**config.mk**
```make
export PLATFORM = sky130hd
export DESIGN_NAME = axi_rd_arbiter
export DESIGN_NICKNAME = d
export VERILOG_FILES = /design/src/rtl/axi_rd_arbiter.sv
export SDC_FILE = /design/constraint.sdc
export NUM_CORES = 1
export LEC_CHECK = 0
export CORE_AREA = 3 3 547 549
export CTS_CLUSTER_SIZE = 25
export DETAILED_ROUTE_END_ITERATION = 8
export DIE_AREA = 0 0 550 552
export PLACE_DENSITY = 0.33
export SKIP_LAST_GASP = 1
export SLEW_MARGIN = 10
export SYNTH_ARGS = -nofsm -noshare
export SYNTH_HDL_FRONTEND = slang
export SYNTH_SLANG_ARGS = --single-unit
```
**constraint.sdc**
```tcl
create_clock -name gt_txusrclk -period 4.1 [get_ports gt_txusrclk]
set_clock_uncertainty 0.1 [all_clocks]
set_input_delay 1.23 -clock gt_txusrclk [delete_from_list [all_inputs] [get_ports gt_txusrclk]]
set_output_delay 1.23 -clock gt_txusrclk [all_outputs]
set_load 0.005 [all_outputs]
```
**src/rtl/axi_rd_arbiter.sv**
```systemverilog
// axi_rd_arbiter: round-robin sharing of one AXI4 read master among NUM_REQ
// read clients. One AR in flight at a time; an in-order tag FIFO of granted
// requester indices steers returning R beats to the oldest outstanding owner.
module axi_rd_arbiter #(
    parameter int unsigned NUM_REQ         = 4,
    parameter int unsigned IDX_W           = 2,
    parameter int unsigned ADDR_W          = 64,
    parameter int unsigned DATA_W          = 512,
    parameter int unsigned MAX_OUTSTANDING = 8
) (
    input  logic                               gt_txusrclk,
    input  logic                               peripheral_reset,
    input  logic [NUM_REQ*ADDR_W-1:0]          req_araddr,
    input  logic [NUM_REQ*8-1:0]               req_arlen,
    input  logic [NUM_REQ-1:0]                 req_arvalid,
    output logic [NUM_REQ-1:0]                 req_arready,
    output logic [DATA_W-1:0]                  req_rdata,
    output logic                               req_rlast,
    output logic [NUM_REQ-1:0]                 req_rvalid,
    input  logic [NUM_REQ-1:0]                 req_rready,
    output logic                               M_AXI_ARID,
    output logic [ADDR_W-1:0]                  M_AXI_ARADDR,
    output logic [7:0]                         M_AXI_ARLEN,
    output logic [2:0]                         M_AXI_ARSIZE,
    output logic [1:0]                         M_AXI_ARBURST,
    output logic                               M_AXI_ARVALID,
    input  logic                               M_AXI_ARREADY,
    input  logic [DATA_W-1:0]                  M_AXI_RDATA,
    input  logic [1:0]                         M_AXI_RRESP,
    input  logic                               M_AXI_RLAST,
    input  logic                               M_AXI_RVALID,
    output logic                               M_AXI_RREADY,
    output logic [$clog2(MAX_OUTSTANDING):0]   outstanding,
    output logic                               rresp_err,
    output logic                               proto_err
);

    localparam int unsigned PTR_W = $clog2(MAX_OUTSTANDING);
    localparam int unsigned CNT_W = PTR_W + 1;
    localparam logic [CNT_W-1:0] MAX_CNT = CNT_W'(MAX_OUTSTANDING);

    typedef enum logic [0:0] {S_IDLE, S_ISSUE} state_t;

    state_t             state_q, state_d;
    logic [IDX_W-1:0]   last_grant_q, last_grant_d;
    logic [ADDR_W-1:0]  araddr_q, araddr_d;
    logic [7:0]         arlen_q, arlen_d;
    logic               arvalid_q, arvalid_d;
    logic [IDX_W-1:0]   tag_q [MAX_OUTSTANDING];
    logic [IDX_W-1:0]   tag_d [MAX_OUTSTANDING];
    logic [PTR_W-1:0]   wr_ptr_q, wr_ptr_d, rd_ptr_q, rd_ptr_d;
    logic [CNT_W-1:0]   count_q, count_d;
    logic               rresp_err_q, rresp_err_d;
    logic               proto_err_q, proto_err_d;

    logic [ADDR_W-1:0]  addr_arr [NUM_REQ];
    logic [7:0]         len_arr  [NUM_REQ];
    logic [IDX_W-1:0]   winner, cand, head;
    logic               found, grant, nonempty, rready_int, pop;

    // Unpack the flat per-requester address/length buses.
    always_comb begin
        for (int unsigned i = 0; i < NUM_REQ; i++) begin
            addr_arr[i] = req_araddr[i*ADDR_W +: ADDR_W];
            len_arr[i]  = req_arlen[i*8 +: 8];
        end
    end

    // Round-robin search starting just after the last granted requester.
    always_comb begin
        winner = last_grant_q;
        cand   = last_grant_q;
        found  = 1'b0;
        for (int unsigned i = 1; i <= NUM_REQ; i++) begin
            cand = IDX_W'((32'(last_grant_q) + i) % NUM_REQ);
            if (!found && req_arvalid[cand]) begin
                winner = cand;
                found  = 1'b1;
            end
        end
    end

    // Grant and R-channel routing; grant is masked by reset so req_arready
    // drops immediately with the asynchronous reset.
    always_comb begin
        grant       = (state_q == S_IDLE) && found && (count_q < MAX_CNT) && !peripheral_reset;
        req_arready = '0;
        req_arready[winner] = grant;
        nonempty    = (count_q != '0);
        head        = tag_q[rd_ptr_q];
        req_rvalid  = '0;
        req_rvalid[head] = M_AXI_RVALID & nonempty;
        rready_int  = nonempty & req_rready[head];
        pop         = M_AXI_RVALID & rready_int & M_AXI_RLAST;
    end

    // AR FSM, tag FIFO bookkeeping and sticky error flags.
    always_comb begin
        state_d      = state_q;
        last_grant_d = last_grant_q;
        araddr_d     = araddr_q;
        arlen_d      = arlen_q;
        arvalid_d    = arvalid_q;
        tag_d        = tag_q;
        wr_ptr_d     = wr_ptr_q;
        rd_ptr_d     = rd_ptr_q;
        count_d      = count_q;
        rresp_err_d  = rresp_err_q | (M_AXI_RVALID & rready_int & (M_AXI_RRESP != 2'b00));
        proto_err_d  = proto_err_q | (M_AXI_RVALID & ~nonempty);

        case (state_q)
            S_IDLE: begin
                if (grant) begin
                    araddr_d     = addr_arr[winner];
                    arlen_d      = len_arr[winner];
                    arvalid_d    = 1'b1;
                    last_grant_d = winner;
                    state_d      = S_ISSUE;
                end
            end
            S_ISSUE: begin
                if (M_AXI_ARREADY) begin
                    arvalid_d = 1'b0;
                    state_d   = S_IDLE;
                end
            end
            default: state_d = S_IDLE;
        endcase

        if (grant) begin
            tag_d[wr_ptr_q] = winner;
            wr_ptr_d        = wr_ptr_q + PTR_W'(1);
        end
        if (pop) begin
            rd_ptr_d = rd_ptr_q + PTR_W'(1);
        end
        if (grant && !pop) begin
            count_d = count_q + CNT_W'(1);
        end else if (pop && !grant) begin
            count_d = count_q - CNT_W'(1);
        end
    end

    // State registers with asynchronous active-high reset.
    always_ff @(posedge gt_txusrclk or posedge peripheral_reset) begin
        if (peripheral_reset) begin
            state_q      <= S_IDLE;
            last_grant_q <= IDX_W'(NUM_REQ - 1);
            araddr_q     <= '0;
            arlen_q      <= '0;
            arvalid_q    <= 1'b0;
            for (int unsigned i = 0; i < MAX_OUTSTANDING; i++) begin
                tag_q[i] <= '0;
            end
            wr_ptr_q     <= '0;
            rd_ptr_q     <= '0;
            count_q      <= '0;
            rresp_err_q  <= 1'b0;
            proto_err_q  <= 1'b0;
        end else begin
            state_q      <= state_d;
            last_grant_q <= last_grant_d;
            araddr_q     <= araddr_d;
            arlen_q      <= arlen_d;
            arvalid_q    <= arvalid_d;
            tag_q        <= tag_d;
            wr_ptr_q     <= wr_ptr_d;
            rd_ptr_q     <= rd_ptr_d;
            count_q      <= count_d;
            rresp_err_q  <= rresp_err_d;
            proto_err_q  <= proto_err_d;
        end
    end

    assign M_AXI_ARID    = 1'b0;
    assign M_AXI_ARSIZE  = 3'b110;
    assign M_AXI_ARBURST = 2'b01;
    assign M_AXI_ARADDR  = araddr_q;
    assign M_AXI_ARLEN   = arlen_q;
    assign M_AXI_ARVALID = arvalid_q;
    assign M_AXI_RREADY  = rready_int;
    assign req_rdata     = M_AXI_RDATA;
    assign req_rlast     = M_AXI_RLAST;
    assign outstanding   = count_q;
    assign rresp_err     = rresp_err_q;
    assign proto_err     = proto_err_q;

endmodule

```
======== Yosys cells after proc, flatten, opt, wreduce, memory -nomap -nowiden ========
Cells that the tools add are included.
storage, ports and cells
  bits in registers ....................... 104
  input bits .............................. 815
  output and inout bits ................... 607
  word-level logic and storage cells ...... 120
cells by class
  add/sub/neg operators ................... 8
  $lt $le $gt $ge ......................... 13
  eq/ne operators ......................... 2
  muxes and demuxes ....................... 42
  bitwise logic cells ..................... 15
  reductions and logical operators ........ 22
operator list
  cell                                                 number
  binary-select mux 64 bit (select 2 bit)              1
  2-to-1 mux 64 bit                                    2
  < comparator 2 x 3 -> 1 bit, second input constant   6
  binary-select mux 8 bit (select 2 bit)               1
  bitwise mux 16 bit                                   1
  2-to-1 mux 8 bit                                     2
  2-to-1 mux 1 bit                                     15
  2-to-1 mux 2 bit                                     7
  logical AND 1 bit                                    11
  binary-select mux 1 bit (select 2 bit)               5
  bitwise AND 4 bit                                    2
  >= comparator 4 bit, second input constant           2
  2-to-1 mux 4 bit                                     2
  inverter 3 -> 4 bit                                  2
  adder 3 x 1 -> 3 bit, second input constant          2
  bitwise AND 1 bit                                    6
  binary-select mux 2 bit (select 3 bit)               1
  demux 2 bit (select 3 bit)                           1
  logical NOT 1 bit                                    6
  adder 2 x 1 -> 2 bit, second input constant          2
  adder 2 bit, second input constant                   2
  adder 4 x 1 -> 4 bit, second input constant          1
  demux 1 bit (select 2 bit)                           2
  >= comparator 2 x 1 -> 1 bit, second input constant  2
  12 further kinds                                     18

======== Logic depth before layout (Yosys ltp) ========
  word-level depth ........................ 20
  mapped depth ............................ 13

======== Worst setup path after synthesis ========
OpenSTA, ideal clock, no wires.
  path kind ............................... input to output
  from .................................... input port req_arvalid[2]
  to ...................................... output port req_arready[3]
  arrival ................................. 2.717 ns
  data required time ...................... 2.770 ns
  slack ................................... 0.053 ns
  stages on the path ...................... 5
  path buffers ............................ 3
  cell sequence ........................... o41ai_1 > clkbuf_1 > buf_2 > buf_2 > nor3_1
on the way
  longest elaborated chain between the ends .. 17
RTL lines
  element                                                                                            RTL line  RTL
  start, declared                                                                                    15        input logic [NUM_REQ-1:0] req_arvalid,
  binary-select mux 1 bit (select 2 bit)                                                             76        if (!found && req_arvalid[cand]) begin
  2-to-1 mux 1 bit (implied by the code)                                                             76
  2-to-1 mux 1 bit                                                                                   76
  logical NOT 1 bit                                                                                  76
  logical AND 1 bit                                                                                  76
  2-to-1 mux 1 bit                                                                                   76
  logical NOT 1 bit                                                                                  76
  logical AND 1 bit                                                                                  76
  2-to-1 mux 1 bit                                                                                   76
  logical NOT 1 bit                                                                                  76
  logical AND 1 bit                                                                                  76
  2-to-1 mux 2 bit                                                                                   76
  < comparator 2 x 3 -> 1 bit (implied by the code) or >= comparator 2 x 1 -> 1 bit (tied branches)  88        req_arready[winner] = grant;
  logical AND 1 bit (implied by the code)                                                            88
  2-to-1 mux 1 bit (implied by the code)                                                             88
  demux 1 bit (select 2 bit)                                                                         88
  bitwise AND 4 bit (no line) *                                                                      --
  end, declared                                                                                      16        output logic [NUM_REQ-1:0] req_arready,
Mark *: on every way between the ends. The rest lies on a longest branch, timed or not. The select of a mux whose other input is x is not followed.

======== Worst setup path in the final report ========
  from .................................... register rd_ptr_q[0]
  to ...................................... output port M_AXI_RREADY
on the way
  longest elaborated chain between the ends .. 7
RTL lines
  element                                               RTL line  RTL
  start, declared                                       51        logic [PTR_W-1:0] wr_ptr_q, wr_ptr_d, rd_ptr_q, rd_ptr_d;
  start signal, assigned                                168       rd_ptr_q <= rd_ptr_d;
  inverter 3 -> 4 bit (implied by the code)             90        head = tag_q[rd_ptr_q];
  binary-select mux 2 bit (select 3 bit)                90
  2-to-1 mux 2 bit (implied by the code) (2 in series)  90
  binary-select mux 1 bit (select 2 bit)                93        rready_int = nonempty & req_rready[head];
  2-to-1 mux 1 bit (implied by the code)                93
  bitwise AND 1 bit                                     93
  end, declared                                         32        output logic M_AXI_RREADY,
Every way passes these cells. The select of a mux whose other input is x is not followed.

==> flow_summary.ini <==
[outcome]
status = complete, no violations

[floorplanning]
die_x_um = 550
die_area_sq_um = 304000
initial_core_util = 0.0347
dieHeight_um = 552
fp.coreArea_sq_um = 294000
pin_count = 1422
rows = 199

[clock_tree]
cts_tree = built
clkSinkCount = 104
htreeDepth = 3
clkTransAtPathRegs_ns = 0.09
cts_hold_buf = 0
cts_buffer_depth = 2
cts_buffers = 9
worst_skew_pair.late_latency_ns = 0.40
cts_root_buf = clkbuf_16

[global_route]
globalRouteOverflowTotal = 0
grt_pass1_wl_um = 228000
antenna_found_initial = 160
first_global_vias = 9043
grtUsageTotal = 0.130
grt_start_max_net_pins = 72

[detailed_routing]
drt-total-wl_um = 205000
dr.pass1.iters = 4
wl_per_cell_um = 40.3
num_vias = 9447
via_per_inst = 1.86
drt_iter0_drc = 712
drc = 0
drtAntennaViolNets = 0

[placement]
dpl.cell_count = 5025
gp_congestion = 0.785
io_buffers = 391
hpwlAfterDp_um = 192000

[job]
drv_cap = 0

[pwr]
power_density_nw_per_um2 = 509
power.leakage_nw = 4.86
ir_worst_vdd_mv = 0.242

[synth]
synth.most_common_cell = buf_4
synth.largest_area_cell = buf_4
synthTopCellsByArea = buf_4 38%, dfrtp_1 25%, nand2_1 7.1%, and3_1 4.3%, mux2_1 4.0%
netlist.area_leader.share = 0.383
synth_seq_cells = 104
synthTopCellsByCount = 521 x buf_4, 192 x nand2_1, 102 x dfrtp_1, 71 x and3_1, 50 x clkbuf_1
synthFlopType = dfrtp_1
synth_edf_count = 0
ys_types = 47
syn_inst = 1239
synth_area_sq_um = 10200
avgSynthCellArea_sq_um = 8.25
async_flop_share = 1.00
ys_seq_area_frac = 0.255
yosys_warnings = 0

[final_layout]
register_area_sq_um = 2610
drive_gt1_frac = 0.0994
instances_no_fill = 5083
fillers = 34800
multiInputGateArea_sq_um = 3540
syn_to_final_growth_pct = 55.7
final_nets = 1943

[sta]
post-route-min-period_ns = 3.96
slew_viol_final = 0
rsz0062_at_grt = no
slew_headroom = 0.386
tightest_slew_ns = 0.921
hold_ws_ns = 0.371
period_share = 0.966
setup_viol = 0
hold_viol = 0
max_clock_freq_mhz = 253

[setup_path]
cp.arrival_ns = 2.63
cp.required_ns = 2.77
cp_max_fo = 7
path_class = register to output port
start_kind = register
worstSetupEndpointType = output port

[hold_path]
hold_class = register to register
[logic make-up after synthesis]
family,Yosys count,synth area share
and+or+nand+nor,306,0.138
AOI/OAI and AO/OA,171,0.117
other,2,0.000735
adders and majority gates,6,0.00808
buffers and inverters,589,0.409
muxes,53,0.0649
xor gates and xnor gates,8,0.00685
DFF,104,0.255
[sequential cells by signal, summed over array words and instances (netlist names)]
name           cells
outstanding        4
rresp_err          1
wr_ptr_q           3
state_q            1
proto_err          1
M_AXI_ARADDR      64
M_AXI_ARVALID      1
M_AXI_ARLEN        8
tag_q             16
last_grant_q       2
rd_ptr_q           3
[repair_timing]
| action | 4_1_cts | 5_1_grt |
|---|---|---|
| gates resized for setup | 17 | 9 |
| pin swaps | 1 | 1 |
| hold endpoints to repair | 0 | 0 |
| buffers inserted | 3 | 2 |
| endpoints found under the setup margin | 7 | 4 |
[power breakdown]
group	internal (mW)	total, mW	switching, mW
combinational	2.25	5.15	2.90
clock	0.428	1.02	0.596
sequential	1.52	1.93	0.407
total	4.20	8.10	3.90
[per-layer routing]
metal / track usage / vias up / routed length (um) / share of wire
met3: 0.199 / 414 / 67300 / 0.33
met1: 0.0730 / 4045 / 39900 / 0.20
met5: 0.0120 / - / 958 / 0.0047
met4: 0.0322 / 80 / 5880 / 0.029
met2: 0.205 / 1446 / 90600 / 0.44
li1: - / 3462 / - / -
[through the flow]
step / power, mW / TNS, ns / area (sq um) / worst slack, ns / utilization
after floorplan: 4.40 / 0 / 10200 / 0.0411 / -
after global placement: 7.25 / -7.95 / 15400 / -0.375 / 0.0525
after detailed placement: 7.30 / -5.54 / 15500 / -0.382 / 0.0525
after CTS: 8.45 / -0.0282 / 15800 / -0.0282 / 0.0536
after global routing: 8.75 / 0 / 15900 / 0.0167 / 0.0539
final: 8.10 / 0 / 15900 / 0.140 / 0.0541
[final cells by class]
cell class	count	share of cell area
antenna	37	0.00582
sequential	104	0.164
clock inverter	6	0.00338
tap	3919	0.308
timing repair buffer	453	0.281
inverter	4	0.00126
clock buffer	10	0.0144
multi-input combinational	550	0.223
[worst max-delay path, cell delays in order (launching register included)]
cell,delay [ns]
dfrtp_2,0.50
mux2_4,0.33
mux4_2,0.54
mux4_2,0.46
nor2b_1,0.14
dlygate4sd2_1,0.25
[cell usage in the layout (no fill, tap or decap), types with 13 or more instances in the layout]
cell	count
buf_4	54
mux2_1	36
a32oi_1	37
clkdlybuf4s50_1	379
o21ai_1	47
dfrtp_1	101
diode_2	37
and3_1	71
nand2_1	192
a22oi_1	37
o31ai_1	35
nor2_1	13
[worst paths after layout]
| path | cells after the start | endpoint | slack (ns) | startpoint |
|---|---|---|---|---|
| max | 5 | M_AXI_RREADY | 0.14 | rd_ptr_q[0] |
| min | 1 | proto_err | 0.37 | proto_err |
| max reg2reg | 13 | outstanding[3] | 0.60 | rd_ptr_q[0] |
| min reg2reg | 1 | proto_err | 0.37 | proto_err |
| max in group asynchronous | 3 | outstanding[2] | 2.16 | peripheral_reset |
| min in group asynchronous | 2 | M_AXI_ARADDR[61] | 0.99 | peripheral_reset |
No activity file was read; power rests on OpenSTA's default activity.
==> variant 1 (same flow settings) <==
`ADDR_W`: 64 -> 128.
--- a/src/rtl/axi_rd_arbiter.sv
+++ b/src/rtl/axi_rd_arbiter.sv
@@ -6,3 +6,3 @@
     parameter int unsigned IDX_W           = 2,
-    parameter int unsigned ADDR_W          = 64,
+    parameter int unsigned ADDR_W          = 128,
     parameter int unsigned DATA_W          = 512,
Ports: changed (resized M_AXI_ARADDR and req_araddr); port bits go from 1422 to 1742. The function was not compared with the original's and may differ.
==> variant 1 against the unedited design <==
Routed wire length increased by 19%. Largest power group unchanged. Sequential share of layout area rose by 1.5 points. Critical endpoint unchanged. Sequential cell count increased by 64. Final cell count grew 13%. Register-to-register slack better by 20 ps. Non-clock buffer count increased by 343. Cell area grew 48%. Worst setup slack got worse by 44 ps. Synthesized area grew 38%. Power grew 71%. Hold slack worse by 11 ps. Sequential power up 58%.
==> variant 1: results (changes against the unedited design) <==
** Status
- Result of the run :: complete, no violations

** Drt
- The via density per instance came to 2.48 (+33%).
- The highest layer touched by signal routing is met5.
- 1st-pass router iterations :: 7 (+3)
- The final routed wirelength across all metal layers came to 244000 µm (+19%).
- Total length of routed met2 wires :: 115000 µm (+27%)
- Starting DRC count in detailed routing :: 1264 (+78%)
- The detailed-routed wire length on met3 is 58600 µm (-13%).
- Wl on met1 :: 59800 µm (+50%)

** Global routing
- First-pass GRT wire length :: 277000 µm (+22%)
- Initial antenna violation count :: 174 (+8.8%)
- The met1 track utilization from global routing is 10.8% (+3.5 points).
- The largest net degree at the start of global routing was 93 (+29%).
- The via count of the first global-routing pass came to 13.9k (+54%).
- The met3 routing resource usage after global routing came to 17.0% (-2.8 points).
- Fraction of met2 tracks used by global routing :: 25.9% (+5.5 points)

** Clocking
- CTS H-Tree Depth :: 4 (+1)
- The clock sink total came to 168 (+62%).
- Count of buffers added by post-CTS timing repair for setup :: 2 (-1)
- The clock latency reported for the late side of the worst-skew pair was 550 ps (+150 ps).

** Cells and area
- Final net count :: 2872 (+48%)
- The proportion of layout cells with a drive suffix above 1 came to 11.9% (+1.9 points).
- The number of non-clock inverters is 5 (+1).
- Signal buffers :: 796 (+76%)
- The non-clock buffer contribution to total cell area was 33.7% (+5.6 points).
- Fraction of area in clock buffers and inverters :: 3.08% (+1.3 points)
- Multi-input combinational gate total :: 803 (+46%)
- Clock Buffer Count :: 23 (+13)
- Area of the multi-input gates :: 5670 µm² (+60%)
- Number of flip-flops in the largest register :: 128 (+100%)
- The sequential portion of the cell area was 17.8% (+1.5 points).
- Filler cells :: 34.4k (-1.2%)

** Critical path
- The register-to-register setup slack came to 620 ps (+20 ps).
- Number of cells on the worst reg-to-reg path :: 14 (+1)

** Placement
- The count of input and output buffers is 711 (+82%).
- Gpl congestion :: 0.946 (+21%)
- The post-detailed-placement half-perimeter wirelength came to 221000 µm (+15%).
- The placement-stage worst setup slack is -421 ps (-39.0 ps).

** Synth
- The sequential area share after synthesis is 29.8% (+4.3 points).
- The proportion of register bits with asynchronous set or reset after synthesis is 100% (unchanged).
- The multiplexer share of the synthesized area is 7.19% (+0.70 points).
- Ranked by instance count, the synthesized netlist is headed by buf_4, dfrtp_1, nand2_1.
- The xor and xnor fraction of the mapped netlist area was 0.496% (-0.19 points).
- The post-synthesis adder-cell area fraction was 0.584% (-0.22 points).
- Compound-gate portion of the synthesized area :: 19.3% (+7.6 points)
- Number of different library cells in the post-synthesis netlist :: 50 (+6.4%)

** Pwr
- The maximum resistive drop on vdd is 223 µV (-7.7%).
- Cell internal pwr :: 7.45 mW (+77%)
- The static leakage came to 7.58 nW (+56%).

** Min path
- The number of stages on the worst hold path is 1 (unchanged).
- Hold path endpoint :: proto_err

** STA
- The final-layout worst hold slack is 360 ps (-11.2 ps).
- Top achievable clock speed :: 250 MHz (-1.1%)
-- variant 1: power by group through the flow --
stage,registers [mW],logic [mW],clock network [mW]
2_1_floorplan,2.90,3.90,0
3_3_place_gp,3.07,8.76,0
3_5_place_dp,3.08,8.78,0
4_1_cts,3.06,8.81,2.56
5_1_grt,3.16,9.14,2.56
6_report,3.04,8.49,2.36
-- variant 1: worst reg2reg max path, stage by stage (launching register included) --
cell	delay, ps
dfrtp_1	380
buf_6	140
mux2_4	290
mux4_2	540
mux4_2	470
buf_4	170
nand3_2	110
ha_1	180
inv_1	60
ha_1	270
a21o_1	180
a21oi_1	170
xnor2_1	130
nor2_1	60
xor2_1	140
-- variant 1: stage by stage --
stage / power [mW] / area, µm² / TNS, ps / cells
after detailed placement: 11.9 / 22700 / -2300 / 5689
final: 13.9 / 23600 / 0 / 5766
after floorplan: 6.80 / 14100 / 0 / 1607
after global placement: 11.8 / 22700 / -2110 / 5689
after CTS: 14.4 / 23500 / -5.20 / 5724
after global routing: 14.9 / 23500 / -54.9 / 5740
==> variant 2 (same flow settings) <==
Without the edit above. Register the output `proto_err` once more, with the module's reset; this adds one clock of latency there. The other outputs are not delayed to match.
--- a/src/rtl/axi_rd_arbiter.sv
+++ b/src/rtl/axi_rd_arbiter.sv
@@ -185,3 +185,9 @@
     assign rresp_err     = rresp_err_q;
-    assign proto_err     = proto_err_q;
+    always_ff @(posedge gt_txusrclk or posedge peripheral_reset) begin
+        if (peripheral_reset) begin
+            proto_err <= '0;
+        end else begin
+            proto_err <= proto_err_q;
+        end
+    end
 
Check against the original RTL: not settled (the Yosys comparison gave no result); the edit may change what the design does.
==> variant 2 against the unedited design <==
Sequential cell count rose by 1. Non-clock buffer count fell by 18. Sequential share of layout area rose by 0.27 points. Worst setup slack got worse by 65 ps. Synthesized area rose by 0.24%. Power fell by 1.2%. Cell area fell by 0.68%. Via count fell by 1.1%. Routed wire length barely moved. Critical endpoint is now req_arready[3].
==> variant 2: results (changes against the unedited design) <==
** Global routing
- The met2 layer usage reported by global route is 20.7% (+0.20 points).
- Maximum number of pins on one net before global-route repair :: 82 (+14%)
- First-pass GRT wire length :: 227000 µm (-0.20%)
- The via count of the first global-routing pass came to 9003 (-0.44%).
- Aggregate global-route resource usage :: 13.0% (about the same)
- Met3 layer usage reported by global route :: 19.3% (-0.55 points)

** Clocking
- Count of buffers added by post-CTS timing repair for setup :: 0 (-3)
- The clock latency reported for the late side of the worst-skew pair is 420 ps (+20 ps).
- The total of cells resized after clock tree synthesis is 16 (-1).

** Synth
- The xor and xnor fraction of the mapped netlist area came to 0.684% (-0.0017 points).
- The number of standard cells after synthesis came to 1240 (+0.081%).
- The commonest cells after synthesis are buf_4, nand2_1, dfrtp_1.
- The multiplexer share of the synthesized area is 6.47% (-0.016 points).
- Compound-gate portion of the synthesized area :: 11.7% (-0.029 points)
- The sequential area share after synthesis was 25.7% (+0.18 points).
- The post-synthesis adder-cell area fraction came to 0.806% (-0.0020 points).
- Biggest area contributors in the synthesized netlist :: buf_4, dfrtp_1, nand2_1, and3_1, mux2_1

** Cells and area
- The final-stage net count came to 1926 (-0.87%).
- Number of flip-flops in the largest register :: 64 (unchanged)
- The proportion of layout cells with a drive suffix above 1 was 8.47% (-1.5 points).

** Pwr
- Max IR drop VDD :: 331 µV (+37%)
- The switching power as a share of total power was 48.2% (about the same).
- The static leakage came to 4.76 nW (-2.0%).

** Status
- Result of the run :: complete, no violations

** Critical path
- The slowest stage of the critical path is the clkdlybuf4s50_1 cell.
- Following the worst setup path forward leads to its endpoint at req_arready[3].
- The worst path arrival time was 2690 ps (+60 ps).
- The highest net fanout along the worst path is 5 (-2).
- The number of cells on the worst reg-to-reg path was 14 (+1).
- The critical path starts at peripheral_reset.

** Placement
- The instance area at placement came to 15400 µm² (-0.59%).
- Estimated wirelength of the detail-placed design :: 191000 µm (about the same)
- The placer's final routability congestion estimate was 0.782 (-0.29%).
- The number of instances in the placed design came to 5011 (-0.28%).

** Drt
- Total length of routed met2 wires :: 91400 µm (+0.96%)
- Routed len/inst :: 40.5 µm (+0.48%)
- 1st-pass router iterations :: 5 (+1)
- The final routed wirelength across all metal layers was 205000 µm (about the same).
- Wl on met1 :: 40500 µm (+1.4%)

** Min path
- Startpoint of the worst hold path :: proto_err_q
- The number of stages on the worst hold path is 0 (-1).

** STA
- Slew at the pin closest to its max-slew limit :: 760 ps (-161 ps)
variant 2: cell types whose count changed in the layout (fill, tap and decap cells not counted), sizes merged:
cell / change
diode: -4
clkinv: -2
dlygate4sd2: -1
buf: -18
dlymetal6s2s: -1
clkinvlp: -1
inv: +3
dfrtp: +1
clkdlybuf4s15: -1
clkdlybuf4s50: +3
variant 2: logic make-up (layout without fill, tap and decap cells):
| logic type | after synthesis | in the layout |
|---|---|---|
| adders and majority gates | 6 | 6 |
| and+or+nand+nor | 306 | 306 |
| muxes | 53 | 53 |
| other | 2 | 39 |
| AOI/OAI and AO/OA | 171 | 171 |
| xor gates and xnor gates | 8 | 8 |
| DFF | 105 | 105 |
| buffers and inverters | 589 | 455 |
variant 2: worst max-delay path, delay by kind of cell:
kind / cells / cell delay, ps
buffers and inverters: 2 / 800
AND/OR/NAND/NOR: 2 / 480
AO/OA/AOI/OAI: 1 / 170
variant 2: power groups by stage:
stage | combinational [mW] | sequential, mW | clock [mW]
2_1_floorplan | 2.59 | 1.83 | 0
3_3_place_gp | 5.15 | 1.95 | 0
3_5_place_dp | 5.17 | 1.96 | 0
4_1_cts | 5.20 | 1.95 | 1.20
5_1_grt | 5.43 | 2.01 | 1.21
6_report | 4.97 | 1.94 | 1.09
variant 2: layout make-up:
class,count,area [µm²]
fill,34800,278000
tap,3919,4900
timing repair buffer,435,4320
multi-input combinational,550,3540
sequential,105,2630
clock buffer,10,239
antenna,33,82.6
clock inverter,6,65.1
inverter,4,20.0
variant 2: metrics by stage:
stage	hold WS (ps)	setup TNS (ps)	power (mW)	setup slack (ps)
6_report	306	0	8.00	75.1
5_1_grt	333	0	8.65	7.77
4_1_cts	322	0	8.36	7.88
3_5_place_dp	299	-7260	7.13	-459
3_3_place_gp	299	-4770	7.10	-451
2_1_floorplan	255	0	4.42	12.8
